===== src/rtl/cpu_ctrl_pkg.sv =====
// ============================================================================
// Module   : cpu_ctrl_pkg
// Brief    : State encoding, opcodes and ALU control codes for the LEGv8
//            multicycle controller.
// Revision : 1.0
// ============================================================================
`default_nettype none

package cpu_ctrl_pkg;

  typedef enum logic [3:0] {
    FETCH    = 4'd0,
    DECODE   = 4'd1,
    EXEC_R   = 4'd2,
    ALU_WB   = 4'd3,
    MEM_ADDR = 4'd4,
    MEM_RD   = 4'd5,
    LD_WB    = 4'd6,
    MEM_WR   = 4'd7,
    BRANCH   = 4'd8,
    ILLEGAL  = 4'd9
  } state_t;

  localparam logic [10:0] OP_ADD  = 11'b10001011000;
  localparam logic [10:0] OP_SUB  = 11'b11001011000;
  localparam logic [10:0] OP_AND  = 11'b10001010000;
  localparam logic [10:0] OP_ORR  = 11'b10101010000;
  localparam logic [10:0] OP_LDUR = 11'b11111000010;
  localparam logic [10:0] OP_STUR = 11'b11111000000;
  localparam logic [7:0]  OP_CBZ  = 8'b10110100;

  localparam logic [3:0] ALU_AND   = 4'b0000;
  localparam logic [3:0] ALU_ORR   = 4'b0001;
  localparam logic [3:0] ALU_ADD   = 4'b0010;
  localparam logic [3:0] ALU_SUB   = 4'b0110;
  localparam logic [3:0] ALU_PASSB = 4'b0111;

  function automatic logic is_rtype(input logic [10:0] op);
    return (op == OP_ADD) || (op == OP_SUB) || (op == OP_AND) || (op == OP_ORR);
  endfunction

endpackage

`default_nettype wire


===== src/rtl/alu_decoder.sv =====
// ============================================================================
// Module   : alu_decoder
// Brief    : Maps an R-type opcode to its ALU operation; ADD otherwise.
// Revision : 1.0
// ============================================================================
`default_nettype none

module alu_decoder
  import cpu_ctrl_pkg::*;
(
  input  logic [10:0] op_i,
  output logic [3:0]  alu_control_o
);

  always_comb begin
    alu_control_o = ALU_ADD;
    case (op_i)
      OP_ADD:  alu_control_o = ALU_ADD;
      OP_SUB:  alu_control_o = ALU_SUB;
      OP_AND:  alu_control_o = ALU_AND;
      OP_ORR:  alu_control_o = ALU_ORR;
      default: alu_control_o = ALU_ADD;
    endcase
  end

endmodule

`default_nettype wire


===== src/rtl/multicycle_controller.sv =====
// ============================================================================
// Module   : multicycle_controller
// Brief    : Main control FSM of the multicycle LEGv8 core with memory
//            ready/wait handshake and retired-instruction counter.
// Revision : 1.0
// ============================================================================
`default_nettype none

module multicycle_controller
  import cpu_ctrl_pkg::*;
#(
  parameter int CNT_W = 32
) (
  input  logic             clk,
  input  logic             reset,
  input  logic [10:0]      op_i,
  input  logic             zero_i,
  input  logic             mem_ready_i,
  output logic             pc_write_o,
  output logic             pc_src_o,
  output logic             ir_write_o,
  output logic             iord_o,
  output logic             mem_read_o,
  output logic             mem_write_o,
  output logic             reg2loc_o,
  output logic             alu_src_o,
  output logic [3:0]       alu_control_o,
  output logic             reg_write_o,
  output logic             mem_to_reg_o,
  output logic             exc_o,
  output logic [CNT_W-1:0] instr_count_o
);

  state_t           r_state;
  state_t           w_next;
  logic             w_retire;
  logic [3:0]       w_alu_r;
  logic [CNT_W-1:0] r_count;

  logic w_is_rtype;
  logic w_is_ldur;
  logic w_is_stur;
  logic w_is_cbz;

  assign w_is_rtype = is_rtype(op_i);
  assign w_is_ldur  = (op_i == OP_LDUR);
  assign w_is_stur  = (op_i == OP_STUR);
  assign w_is_cbz   = (op_i[10:3] == OP_CBZ);

  alu_decoder u_alu_decoder (
    .op_i          (op_i),
    .alu_control_o (w_alu_r)
  );

  always_ff @(posedge clk) begin
    if (reset) begin
      r_state <= FETCH;
      r_count <= '0;
    end else begin
      r_state <= w_next;
      if (w_retire) r_count <= r_count + CNT_W'(1);
    end
  end

  assign instr_count_o = r_count;

  always_comb begin
    pc_write_o    = 1'b0;
    pc_src_o      = 1'b0;
    ir_write_o    = 1'b0;
    iord_o        = 1'b0;
    mem_read_o    = 1'b0;
    mem_write_o   = 1'b0;
    reg2loc_o     = 1'b0;
    alu_src_o     = 1'b0;
    alu_control_o = 4'b0000;
    reg_write_o   = 1'b0;
    mem_to_reg_o  = 1'b0;
    exc_o         = 1'b0;
    w_retire      = 1'b0;
    w_next        = r_state;

    case (r_state)
      FETCH: begin
        mem_read_o = 1'b1;
        if (mem_ready_i) begin
          ir_write_o = 1'b1;
          pc_write_o = 1'b1;
          w_next     = DECODE;
        end
      end
      DECODE: begin
        reg2loc_o = w_is_stur | w_is_cbz;
        if (w_is_rtype)                  w_next = EXEC_R;
        else if (w_is_ldur || w_is_stur) w_next = MEM_ADDR;
        else if (w_is_cbz)               w_next = BRANCH;
        else                             w_next = ILLEGAL;
      end
      EXEC_R: begin
        alu_control_o = w_alu_r;
        w_next        = ALU_WB;
      end
      ALU_WB: begin
        reg_write_o = 1'b1;
        w_retire    = 1'b1;
        w_next      = FETCH;
      end
      MEM_ADDR: begin
        alu_src_o     = 1'b1;
        alu_control_o = ALU_ADD;
        reg2loc_o     = w_is_stur;
        w_next        = w_is_ldur ? MEM_RD : MEM_WR;
      end
      MEM_RD: begin
        mem_read_o = 1'b1;
        iord_o     = 1'b1;
        if (mem_ready_i) w_next = LD_WB;
      end
      LD_WB: begin
        reg_write_o  = 1'b1;
        mem_to_reg_o = 1'b1;
        w_retire     = 1'b1;
        w_next       = FETCH;
      end
      MEM_WR: begin
        mem_write_o = 1'b1;
        iord_o      = 1'b1;
        reg2loc_o   = 1'b1;
        if (mem_ready_i) begin
          w_retire = 1'b1;
          w_next   = FETCH;
        end
      end
      BRANCH: begin
        reg2loc_o     = 1'b1;
        alu_control_o = ALU_PASSB;
        if (zero_i) begin
          pc_write_o = 1'b1;
          pc_src_o   = 1'b1;
        end
        w_retire = 1'b1;
        w_next   = FETCH;
      end
      ILLEGAL: begin
        exc_o = 1'b1;
      end
      default: w_next = FETCH;
    endcase

    // A reset cycle aborts the current instruction: no write, no retire.
    if (reset) begin
      pc_write_o    = 1'b0;
      pc_src_o      = 1'b0;
      ir_write_o    = 1'b0;
      iord_o        = 1'b0;
      mem_read_o    = 1'b1;
      mem_write_o   = 1'b0;
      reg2loc_o     = 1'b0;
      alu_src_o     = 1'b0;
      alu_control_o = 4'b0000;
      reg_write_o   = 1'b0;
      mem_to_reg_o  = 1'b0;
      exc_o         = 1'b0;
      w_retire      = 1'b0;
    end
  end

endmodule

`default_nettype wire


===== config.mk =====
export PLATFORM = sky130hd
export DESIGN_NAME = multicycle_controller
export DESIGN_NICKNAME = d
export VERILOG_FILES = /design/src/rtl/cpu_ctrl_pkg.sv /design/src/rtl/alu_decoder.sv /design/src/rtl/multicycle_controller.sv
export SDC_FILE = /design/constraint.sdc
export NUM_CORES = 1
export LEC_CHECK = 0
export CAP_MARGIN = 20
export CORE_AREA = 2 2 70 72
export DETAILED_ROUTE_END_ITERATION = 8
export DIE_AREA = 0 0 72 74
export HOLD_SLACK_MARGIN = 0.06
export PLACE_DENSITY = 0.78
export SLEW_MARGIN = 20
export SYNTH_ARGS = -nofsm -noshare
export SYNTH_HDL_FRONTEND = slang
export SYNTH_SLANG_ARGS = --single-unit

===== constraint.sdc =====
create_clock -name clk -period 3.6 [get_ports clk]
set_clock_uncertainty 0.15 [all_clocks]
set_input_delay 0.9 -clock clk [delete_from_list [all_inputs] [get_ports clk]]
set_output_delay 0.9 -clock clk [all_outputs]
set_load 0.1 [all_outputs]

# After elaboration in Yosys (flattened, before gate mapping)
# Index checks and enable logic that the tools add are counted.
dict set report op_classes {
  addsub 1
  eq_ne 19
  n_reduce_logical 11
  bitwise_logic 2
  n_mux 37
}
# op n
set op_table {}
lappend op_table {{11-bit == test (second input constant)} 6}
lappend op_table {{32-bit by 1-bit adder with 32-bit output (second input constant)} 1}
lappend op_table {{4-bit case mux with 7 select lines} 1}
lappend op_table {{1-bit 2-to-1 mux} 24}
lappend op_table {{4-bit 2-to-1 mux} 6}
lappend op_table {{4-bit by 3-bit == test with 1-bit output (second input constant)} 4}
lappend op_table {{4-bit case mux with 3 select lines} 1}
lappend op_table {{3-bit case mux with 3 select lines} 1}
lappend op_table {{4-bit by 2-bit == test with 1-bit output (second input constant)} 2}
lappend op_table {{4-bit == test (second input constant)} 2}
lappend op_table {{8-bit == test (second input constant)} 1}
lappend op_table {{2-bit OR reduction} 4}
lappend op_table {{2-bit inequality test (second input constant)} 3}
lappend op_table {{4-bit by 1-bit == test with 1-bit output (second input constant)} 1}
lappend op_table {{4-bit zero test} 1}
lappend op_table {{1-bit logical OR} 4}
lappend op_table {{1-bit case mux with 2 select lines} 2}
lappend op_table {{4-bit AND reduction} 1}
lappend op_table {{1-bit case mux with 3 select lines} 1}
lappend op_table {{3-bit OR reduction} 1}
lappend op_table {{2-bit 2-to-1 mux} 1}
lappend op_table {{1-bit NOT} 1}
lappend op_table {{1-bit OR} 1}
dict set report word_totals {
  regBits 36
}

# Depth between registers and ports, before layout
# Gate-level depths: netlist of the first run.
dict set report logic_depth {
  word_depth 6
  depth_mapped 8
}

# Modules after synthesis
# From an unflattened synthesis of the first run, not the netlist that was laid out.
dict set report hier_totals {
  hier_cells 274
  hier_area_um2 2198.4
}
# mod n_inst area_each_um2 cells_each
set modules_own_cells {}
lappend modules_own_cells {multicycle_controller 1 2135.8 265}
lappend modules_own_cells {alu_decoder 1 62.6 9}

# Worst setup path after synthesis of the first run
# No wires, ideal clock.
dict set report synth_timing {
  path_kind {input to output}
  start {input port op_i[5]}
  end {output port alu_control_o[1]}
  n_path_buf 0
  slack_ns -1.757
  stages 5
  arrival_ns 4.307
  path_cell_list {or4b_1 -> nor4b_2 -> a31oi_1 -> nor2b_1 -> o21bai_1}
}
dict set report synth_between {
  elab_chain_cells 4
  elab_cells_between_ends 6
  cone_classes {eq/ne: 3; mux: 3}
}
# element line_no
set synth_lines {}
lappend synth_lines {{from (decl)} multicycle_controller.sv:16} ;# input logic [10:0] op_i,
lappend synth_lines {{11-bit == test} alu_decoder.sv:17} ;# case (op_i)
lappend synth_lines {{3-bit case mux with 3 select lines (*)} alu_decoder.sv:17}
lappend synth_lines {{4-bit case mux with 3 select lines (*)} multicycle_controller.sv:83} ;# case (r_state)
lappend synth_lines {{4-bit 2-to-1 mux (*)} multicycle_controller.sv:151} ;# if (reset) begin
lappend synth_lines {{to (decl)} multicycle_controller.sv:27} ;# output logic [3:0] alu_control_o,
# Mark *: on every way between the ends. The rest lies on a longest branch, timed or not.

# Worst setup path after layout of the first run
dict set report layout_timing {
  start {input port op_i[2]}
  end {output port alu_control_o[1]}
}
# Same word-level chain as after synthesis.

==> results of run 1 <==
==> area by class of cell <==
cell class,instances,area [µm²]
fill,401,1580
multi-input combinational,203,1380
timing repair buffer,70,738
sequential,36,721
clock buffer,7,86.3
tap,54,67.6
inverter,5,18.8
clock inverter,1,7.51
==> where the power goes <==
group          total [mW]  internal (mW)  switching [mW]
sequential          0.411          0.402         0.00977
clock               0.305          0.156           0.150
combinational       0.181         0.0690           0.112
total               0.898          0.626           0.271
==> cells in the mapped netlist (all sizes together), types with 2 or more instances <==
| master | count |
|---|---|
| a2111oi | 2 |
| a21o | 2 |
| a21oi | 16 |
| a31oi | 4 |
| and3 | 5 |
| and3b | 2 |
| buf | 7 |
| clkbuf | 7 |
| dfxtp | 36 |
| inv | 5 |
| nand2 | 16 |
| nand2b | 5 |
| nand3 | 13 |
| nand4 | 16 |
| nor2 | 33 |
| nor2b | 6 |
| nor3 | 11 |
| nor4 | 5 |
| nor4b | 3 |
| o21a | 2 |
| o21ai | 8 |
| o21bai | 2 |
| or2 | 2 |
| or3 | 8 |
| or4 | 2 |
| or4b | 2 |
| xnor2 | 4 |
| xor2 | 18 |
==> registers in the layout (all words and copies together), names as in the netlist <==
name,cells
r_state,4
instr_count_o,32
==> per-stage QoR <==
stage | instance area [µm²] | TNS (ns) | hold slack (ns) | std cells | setup WS, ns
5_1_grt | 3020 | -0.0180 | 0.408 | 376 | -0.0180
4_1_cts | 3010 | -0.0320 | 0.364 | 376 | -0.0320
3_3_place_gp | 2870 | -0.883 | 0.318 | 367 | -0.278
6_report | 3020 | 0 | 0.358 | 376 | 0.0355
3_5_place_dp | 2870 | -1.08 | 0.354 | 367 | -0.334
2_1_floorplan | 2140 | -3.28 | 0.474 | 258 | -0.828
==> what timing repair did <==
item	in CTS	in global routing
pin swaps	7	1
setup endpoints to repair	4	4
setup buffers	1	0
gates cloned	0	0
resized for setup	24	2
==> cells by family after synthesis <==
| family | count (synthesis) |
|---|---|
| simple gates | 134 |
| compound gates | 45 |
| flops | 36 |
| xor+xnor | 22 |
| buf+inv | 19 |
| fa+ha+maj | 1 |
| other cells | 1 |
==> worst max path at each step <==
| stage | end | slack (ns) | cells past startpoint |
|---|---|---|---|
| global route | alu_control_o[1] | -0.02 | 7 |
| floorplan | mem_to_reg_o | -0.83 | 3 |
| detailed placement | alu_control_o[1] | -0.33 | 7 |
| global placement | alu_control_o[1] | -0.28 | 7 |
| CTS | alu_control_o[1] | -0.03 | 7 |
| finish | alu_control_o[1] | 0.04 | 7 |
==> metal layers <==
layer | GRT usage | up-vias | part of all wire | wire (µm)
met5 | 0 | - | 0 | 0
met4 | 0.0776 | 0 | 0.014 | 78
met3 | 0.0583 | 10 | 0.055 | 297
met2 | 0.391 | 60 | 0.51 | 2770
met1 | 0.254 | 1048 | 0.42 | 2280
li1 | - | 1057 | - | -
==> placed cells by master, fill, tap and decap left out, types with 3 or more instances in the layout <==
cell type,n
a21oi_1,16
nand4_1,14
inv_1,5
nand2_1,16
or3_1,8
buf_4,40
clkbuf_8,6
nand2b_1,5
clkdlybuf4s50_1,10
buf_2,3
buf_12,15
nor2b_1,4
and3_1,3
dfxtp_1,36
nor3_1,11
nand3_1,12
nor4_1,3
xor2_1,18
nor2_1,30
o21ai_0,8
xnor2_1,4
==> critical path, delay by kind of cell <==
kind | cells | cell delay, ns
AO/OA/AOI/OAI | 2 | 0.30
buffers and inverters | 2 | 0.28
AND/OR/NAND/NOR | 3 | 1.04
==> out/qor.csv, run 1 <==
stage,metric,value,unit
status,status,completed,
die,die area,5330,µm²
die,initial core utilization,0.456,
detailed_routing,Wirelength per Cell,14.4,µm
setup_path,startpoint types,input port,
clock_tree,clock transition at the registers of the reported paths,0.07,ns
sta,RSZ-0062 raised after global routing,yes,
finish,antenna diode count,0,
setup_path,CP max stage delay,0.55,ns
synthesis,Synth Area in XOR/XNOR,0.0918,
clock_tree,Clock Path Buffers,2,
power,Leak,1.13,nW
power,Worst VDD drop,0.000259,V
synthesis,"Net Count, Synth",274,
job,Max-Cap Viols,0,
die,IO Pins,62,
finish,Area growth syn-to-layout,43.7,%
finish,final-stage net count,337,
hold_path,Hold Path Origin,instr_count_o[30]$_SDFFE_PP0P_,
die,Core ar.,4600,µm²
setup_path,CP Max Fanout,4,
setup_path,r2r endpoint,instr_count_o[31]$_SDFFE_PP0P_,
synthesis,top post-synthesis cells by area,"dfxtp_1 (34%), xor2_1 (7.5%), nor2_1 (5.9%)",
sta,period utilisation layout,0.990,
hold_path,Hold Crit Class,reg -> reg,
grt,GRT Total Usage,0.219,
sta,min Tclk post-route,3.56,ns
hold_path,sink of the worst hold path,instr_count_o[30]$_SDFFE_PP0P_,
synthesis,mux share of post-synthesis cell area,0,
setup_path,CP arrival,2.51,ns
setup_path,R2R setup slack,1.05,ns
clock_tree,clock sink count,36,
setup_path,Crit. End Element,output port,
grt,vias in the first global route,2010,
synthesis,Post-synth ARST share,0,
synthesis,Yosys reg bits,36,
die,row count,25,
finish,utilization after layout,0.656,
detailed_routing,DR DRC count,0,
sta,Fin. Hold Viols,0,
synthesis,Post-Synth Simple-Gate Area,0.364,
power,P per Cell Area,298,nW/µm²
die,die width,72,µm
synthesis,adder-cell area share of the yosys netlist,0.00596,
placed_design,HPWL Detailed,3970,µm
placed_design,I/O Buffers,60,
die,Die Y,74,µm
synthesis,"area leader, netlist",dfxtp_1,
detailed_routing,final wirelength,5420,µm
detailed_routing,DRT iter0 DRCs,98,
synthesis,number of flops mapped to enable cells by yosys,0,
synthesis,top cell type's share of synthesized area,0.343,
sta,fin. max-slew vios,0,
clock_tree,H-tree levels,2,
sta,final setup fails,0,
grt,first-pass GRT wire length,9230,µm
synthesis,"Seq/Total Area, Yosys",0.343,
hold_path,Hold Crit Depth,2,
synthesis,synthesized area,2100,µm²
setup_path,crit-path cells,"buf_6, or4b_4, nor4b_4, a31oi_2, nor2b_4, o21bai_4, buf_12",
setup_path,"Data required, critical path",2.55,ns
synthesis,Compound-Gate Fraction of Synth Area,0.145,
synthesis,Synth Flop Type,dfxtp_1,
synthesis,syn avg cell area,8.13,µm²
setup_path,Worst R2R Start,r_state[3]$_SDFFE_PP0P_,
setup_path,type of the worst setup path,in -> out,
clock_tree,Clk Tree Root Cell,clkbuf_8,
grt,initial antenna violation count,0,
grt,total gr overflow,0,
detailed_routing,vias,2175,
synthesis,Ys Warns,0,
placed_design,Placer Congestion,0.893,
detailed_routing,DRT Pass-1 Iters,6,
grt,pin count of the biggest net entering global routing,47,
clock_tree,CTS tree,done,
detailed_routing,Vias/cell,5.78,
setup_path,Slowest cell on crit path,or4b_4,
synthesis,post-synth cell types,52,
clock_tree,CTS Buf Count,5,
sta,fmax,0.281,GHz
clock_tree,hold buffers post-CTS,0,
synthesis,main combinational cell family by area after synthesis,simple AND/OR/NAND/NOR gates,
finish,layout cell share with drive strength beyond 1,0.286,
clock_tree,worst skew pair latency,0.30,ns
detailed_routing,Antenna Nets Post-Route,0,
power,total power draw,0.898,mW
setup_path,R2R depth,6,
synthesis,Syn Inst Count,258,
setup_path,crit path from,op_i[2],
Note: power is estimated with default switching activity, not from simulation.
==> run 2: changes to the inputs <==
==> constraint.sdc (replaced) <==
create_clock -name clk -period 3.6 [get_ports clk]
set_clock_uncertainty 0.15 [all_clocks]
set_input_delay 0.72 -clock clk [delete_from_list [all_inputs] [get_ports clk]]
set_output_delay 0.72 -clock clk [all_outputs]
set_load 0.1 [all_outputs]
==> out/qor.csv, run 2 (same netlist as run 1, synthesis figures left out) <==
stage,metric,value,unit,change
setup_path,Worst R2R Start,r_state[1]$_SDFFE_PP0P_,,
finish,Area growth syn-to-layout,42.5,%,
setup_path,R2R depth,5,,-1
job,Max-Cap Viols,0,,unchanged
clock_tree,clock transition at the registers of the reported paths,0.07,ns,about the same
die,initial core utilization,0.456,,unchanged
grt,pin count of the biggest net entering global routing,25,,-47%
clock_tree,worst skew pair latency,0.29,ns,about the same
status,status,completed,,
die,die width,72,µm,unchanged
detailed_routing,Wirelength per Cell,14.6,µm,+1.1%
detailed_routing,DRT iter0 DRCs,113,,+15%
die,Core ar.,4600,µm²,unchanged
setup_path,crit path to,alu_control_o[0],,
die,Die Y,74,µm,unchanged
sta,Fin. Hold Viols,0,,unchanged
grt,initial antenna violation count,0,,unchanged
power,total power draw,0.976,mW,+8.7%
power,Worst VDD drop,0.000244,V,-5.9%
finish,"commonest cells after routing, fill and taps aside","buf_4 (39), dfxtp_1 (36), nor2_1 (32)",,
finish,"most common cell after layout, fill and taps aside",buf_4,,
finish,layout cell share with drive strength beyond 1,0.252,,-0.0334
detailed_routing,final wirelength,5470,µm,+0.85%
clock_tree,Clk Tree Root Cell,clkbuf_8,,
setup_path,crit path from,op_i[5],,
placed_design,HPWL Detailed,4050,µm,+2.0%
sta,worst setup margin,0.0887,ns,+0.0533 ns
setup_path,Crit. End Element,output port,,
sta,min Tclk post-route,3.51,ns,-0.0533 ns
grt,vias in the first global route,1936,,-3.7%
sta,Hold WS,0.343,ns,-0.0143 ns
setup_path,type of the worst setup path,in -> out,,
clock_tree,CTS tree,done,,
setup_path,r2r endpoint,instr_count_o[31]$_SDFFE_PP0P_,,
die,die area,5330,µm²,unchanged
finish,number of flip-flops in the largest register,32,,unchanged
sta,final setup fails,0,,unchanged
placed_design,I/O Buffers,60,,unchanged
sta,fmax,0.285,GHz,+1.5%
setup_path,CP Max Fanout,3,,-1
sta,period utilisation layout,0.975,,-0.0148
setup_path,CP arrival,2.64,ns,+0.13 ns
detailed_routing,Antenna Nets Post-Route,0,,unchanged
clock_tree,Clock Path Buffers,2,,unchanged
setup_path,startpoint types,input port,,
die,row count,25,,unchanged
power,P per Cell Area,326,nW/µm²,+9.6%
clock_tree,hold buffers post-CTS,0,,unchanged
grt,total gr overflow,0,,unchanged
hold_path,Hold Crit Class,reg -> reg,,
grt,first-pass GRT wire length,8890,µm,-3.7%
clock_tree,clock sink count,36,,unchanged
placed_design,DP Worst Slack,-0.0839,ns,+0.250 ns
setup_path,"Data required, critical path",2.73,ns,+0.18 ns
finish,Final Cell Area,2990,µm²,-0.83%
finish,final-stage net count,336,,-0.30%
sta,fin. max-slew vios,0,,unchanged
setup_path,R2R setup slack,1.02,ns,-0.03 ns
placed_design,Placer Congestion,0.865,,-3.1%
detailed_routing,vias,2142,,-1.5%
detailed_routing,DRT Pass-1 Iters,4,,-2
detailed_routing,Vias/cell,5.71,,-1.3%
sta,relative slew slack,0.355,,
die,IO Pins,62,,unchanged
sta,RSZ-0062 raised after global routing,no,,
clock_tree,H-tree levels,2,,unchanged
power,Leak,1.12,nW,-0.74%
sta,Worst Tran Pin Value,0.964,ns,
clock_tree,CTS Buf Count,5,,unchanged
placed_design,area of placed instances,2840,µm²,-1.1%
finish,antenna diode count,0,,unchanged
detailed_routing,DR DRC count,0,,unchanged
grt,GRT Total Usage,0.210,,-0.00832
-- run 2: how the worst min path moves through the flow --
| stage | startpoint | endpoint | slack [ns] | cells past startpoint |
|---|---|---|---|---|
| after floorplan | r_state[1]$_SDFFE_PP0P_ | r_state[3]$_SDFFE_PP0P_ | 0.47 | 3 |
| after global placement | instr_count_o[31]$_SDFFE_PP0P_ | instr_count_o[31]$_SDFFE_PP0P_ | 0.32 | 2 |
| final | instr_count_o[31]$_SDFFE_PP0P_ | instr_count_o[31]$_SDFFE_PP0P_ | 0.34 | 2 |
| after CTS | instr_count_o[31]$_SDFFE_PP0P_ | instr_count_o[31]$_SDFFE_PP0P_ | 0.34 | 2 |
| after detailed placement | instr_count_o[31]$_SDFFE_PP0P_ | instr_count_o[31]$_SDFFE_PP0P_ | 0.34 | 2 |
| after global routing | instr_count_o[17]$_SDFFE_PP0P_ | instr_count_o[17]$_SDFFE_PP0P_ | 0.40 | 2 |
-- run 2: report_power, final --
group | switching, mW | internal, mW | total [mW]
sequential | 0.00919 | 0.402 | 0.411
clock | 0.147 | 0.244 | 0.391
combinational | 0.109 | 0.0643 | 0.174
total | 0.265 | 0.710 | 0.976
-- run 2: cell type report --
type / instances / area (µm²)
inverters: 5 / 18.8
fillers: 388 / 1610
repair buffers: 69 / 733
flip-flops and latches: 36 / 721
well taps: 54 / 67.6
clock inverters: 1 / 30.0
multi-input cells: 203 / 1320
clock buffers: 7 / 96.3
-- run 2: routing by layer --
metal	up-vias	wire length, µm	GRT usage
li1	1060	-	-
met1	997	2400	0.265
met2	80	2590	0.362
met3	5	417	0.0488
met4	0	63	0.0629
met5	-	0	0
-- run 2: critical path, cell delays in order --
cell and delay, ns:
clkdlybuf4s50_1 0.42, or4b_4 0.57, nor4b_4 0.29, buf_4 0.18
a31oi_1 0.09, nor2b_2 0.19, buf_12 0.19
-- run 2: timing repair --
| action | CTS | global route |
|---|---|---|
| setup endpoints to repair | 2 | 2 |
| pin swaps | 1 | 2 |
| gates resized for setup | 3 | 1 |
| buffers inserted | 1 | 0 |
-- run 2: through the flow --
| stage | utilization | setup TNS (ns) | std cells |
|---|---|---|---|
| after global routing | 0.650 | 0 | 375 |
| final | 0.650 | 0 | 375 |
| after CTS | 0.650 | 0 | 375 |
| after floorplan | - | -0.840 | 258 |
| after detailed placement | 0.617 | -0.0839 | 366 |
| after global placement | 0.617 | 0 | 366 |
==> run 3: changes to the inputs <==
--- a/config.mk
+++ b/config.mk
@@ -11,6 +11,7 @@
 export DIE_AREA = 0 0 72 74
 export HOLD_SLACK_MARGIN = 0.06
 export PLACE_DENSITY = 0.78
+export SETUP_SLACK_MARGIN = 0.1
 export SLEW_MARGIN = 20
 export SYNTH_ARGS = -nofsm -noshare
 export SYNTH_HDL_FRONTEND = slang
==> out/qor.csv, run 3 (same netlist as run 1, synthesis figures left out) <==
stage,metric,value,unit,change
status,status,completed,,
clock_tree,CTS Buf Count,5,,unchanged
power,Comb pwr share,0.198,,+0.020
sta,period utilisation layout,0.934,,-0.0412
finish,Area growth syn-to-layout,41.5,%,
die,IO Pins,62,,unchanged
setup_path,crit-path leading delay family,simple AND/OR/NAND/NOR gates,,
grt,initial antenna violation count,0,,unchanged
power,Leak,1.12,nW,-0.52%
clock_tree,Clk Tree Root Cell,clkbuf_8,,
finish,number of flip-flops in the largest register,32,,unchanged
power,Power Internal,0.622,mW,-12%
setup_path,"Data required, critical path",2.73,ns,about the same
finish,"commonest cells after routing, fill and taps aside","buf_4 (41), dfxtp_1 (36), nor2_1 (32)",,
placed_design,HPWL Detailed,3950,µm,-2.4%
setup_path,WP buf/inv,3,,unchanged
detailed_routing,Antenna Nets Post-Route,0,,unchanged
setup_path,CP Max Fanout,3,,unchanged
detailed_routing,Vias/cell,5.59,,-2.2%
power,Worst VDD drop,0.000259,V,+6.5%
finish,final-stage net count,337,,+0.30%
setup_path,crit-path cells,"dlygate4sd2_1, or4b_4, nor4b_4, buf_4, a2111oi_2, nor2_1, o21bai_1, buf_12",,
grt,GRT Total Usage,0.206,,-0.00470
setup_path,CP max stage delay,0.55,ns,-0.02 ns
hold_path,Hold Crit Depth,2,,unchanged
grt,pin count of the biggest net entering global routing,30,,+20%
clock_tree,worst skew pair latency,0.29,ns,about the same
sta,min Tclk post-route,3.36,ns,-0.148 ns
die,initial core utilization,0.456,,unchanged
clock_tree,H-tree levels,2,,unchanged
grt,first-pass GRT wire length,8650,µm,-2.7%
power,P per Cell Area,298,nW/µm²,-8.6%
power,switching share of power,0.298,,+0.0260
detailed_routing,vias,2100,,-2.0%
detailed_routing,DR DRC count,0,,unchanged
sta,RSZ-0062 raised after global routing,no,,
sta,Fin. Hold Viols,0,,unchanged
power,Clk pwr share,0.338,,-0.063
hold_path,sink of the worst hold path,instr_count_o[31]$_SDFFE_PP0P_,,
grt,total gr overflow,0,,unchanged
power,sw power,0.264,mW,-0.53%
power,total power draw,0.886,mW,-9.2%
setup_path,startpoint types,input port,,
setup_path,R2R setup slack,1.05,ns,+0.03 ns
power,Flop pwr share,0.464,,+0.043
sta,Worst Tran Pin Value,0.960,ns,-0.00397 ns
hold_path,Hold Path Origin,instr_count_o[31]$_SDFFE_PP0P_,,
sta,relative slew slack,0.358,,+0.00266
sta,fin. max-slew vios,0,,unchanged
clock_tree,clock transition at the registers of the reported paths,0.07,ns,about the same
die,Die Y,74,µm,unchanged
detailed_routing,DRT iter0 DRCs,145,,+28%
placed_design,I/O Buffers,60,,unchanged
sta,fmax,0.297,GHz,+4.4%
die,row count,25,,unchanged
die,die width,72,µm,unchanged
setup_path,R2R depth,5,,unchanged
clock_tree,CTS tree,done,,
placed_design,Placer Congestion,0.849,,-1.9%
finish,"most common cell after layout, fill and taps aside",buf_4,,
detailed_routing,Wirelength per Cell,13.9,µm,-4.6%
finish,utilization after layout,0.646,,-0.00463
hold_path,Hold Crit Class,reg -> reg,,
sta,final setup fails,0,,unchanged
job,Max-Cap Viols,0,,unchanged
finish,Finished Layout Cells,376,,+0.27%
setup_path,Worst R2R Start,r_state[1]$_SDFFE_PP0P_,,
grt,vias in the first global route,1897,,-2.0%
clock_tree,clock sink count,36,,unchanged
setup_path,Crit. End Element,output port,,
setup_path,r2r endpoint,instr_count_o[31]$_SDFFE_PP0P_,,
finish,antenna diode count,0,,unchanged
die,Core ar.,4600,µm²,unchanged
detailed_routing,final wirelength,5230,µm,-4.3%
detailed_routing,DRT Pass-1 Iters,4,,unchanged
placed_design,placed cell count,367,,+0.27%
setup_path,Slowest cell on crit path,or4b_4,,
setup_path,type of the worst setup path,in -> out,,
sta,Hold WS,0.340,ns,-0.00308 ns
finish,layout cell share with drive strength beyond 1,0.255,,+0.00232
die,die area,5330,µm²,unchanged
setup_path,CP arrival,2.49,ns,-0.15 ns
clock_tree,Clock Path Buffers,2,,unchanged
run 3: cell count changes in the layout (fill, tap and decap cells not counted), moves of 2 or more:
cell             previous run  this run
clkdlybuf4s50_1            16        11
dlygate4sd2_1               0         4
nor2b_2                     2         0
nor2b_4                     0         2
buf_4                      39        41
run 3: worst max path at each step:
stage          depth (start not counted)          endpoint  slack, ns     from
2_1_floorplan                          5  alu_control_o[1]      -0.55  op_i[5]
4_1_cts                                8  alu_control_o[1]       0.23  op_i[0]
6_report                               8  alu_control_o[1]       0.24  op_i[0]
5_1_grt                                8  alu_control_o[1]       0.13  op_i[0]
3_5_place_dp                           8  alu_control_o[1]       0.06  op_i[5]
3_3_place_gp                           8  alu_control_o[1]       0.11  op_i[5]
run 3: tightest hold or removal path, stage by stage (launching register included):
cell	delay, ns
dfxtp_1	0.32
o21ai_0	0.07
a21oi_1	0.06
run 3: stage by stage:
| stage | instance area, µm² | setup slack (ns) | TNS (ns) |
|---|---|---|---|
| floorplan | 2140 | -0.547 | -0.547 |
| global placement | 2850 | 0.107 | 0 |
| detailed placement | 2850 | 0.0563 | 0 |
| CTS | 2970 | 0.234 | 0 |
| global route | 2970 | 0.129 | 0 |
| finish | 2970 | 0.237 | 0 |
run 3: layout make-up:
cell class	count	area (µm²)
clock buffer	7	86.3
fill	391	1630
clock inverter	1	7.51
inverter	5	18.8
sequential	36	721
tap	54	67.6
multi-input combinational	203	1340
timing repair buffer	70	733
run 3: power by group through the flow:
stage	combinational (mW)	sequential (mW)	clock [mW]
3_5_place_dp	0.175	0.420	0
6_report	0.176	0.411	0.299
4_1_cts	0.175	0.411	0.310
5_1_grt	0.185	0.412	0.322
3_3_place_gp	0.174	0.420	0
2_1_floorplan	0.112	0.423	0
run 3: timing repair:
action / CTS / global route
endpoints found under the setup margin: 1 / 0
setup buffers: 1 / 0
resized for setup: 8 / 0
hold buffers: 0 / 0
run 3: layer usage:
layer | global-route usage | wire (µm)
met1 | 0.267 | 2350
met2 | 0.334 | 2490
met3 | 0.0474 | 301
met4 | 0.0818 | 95
met5 | 0 | 0
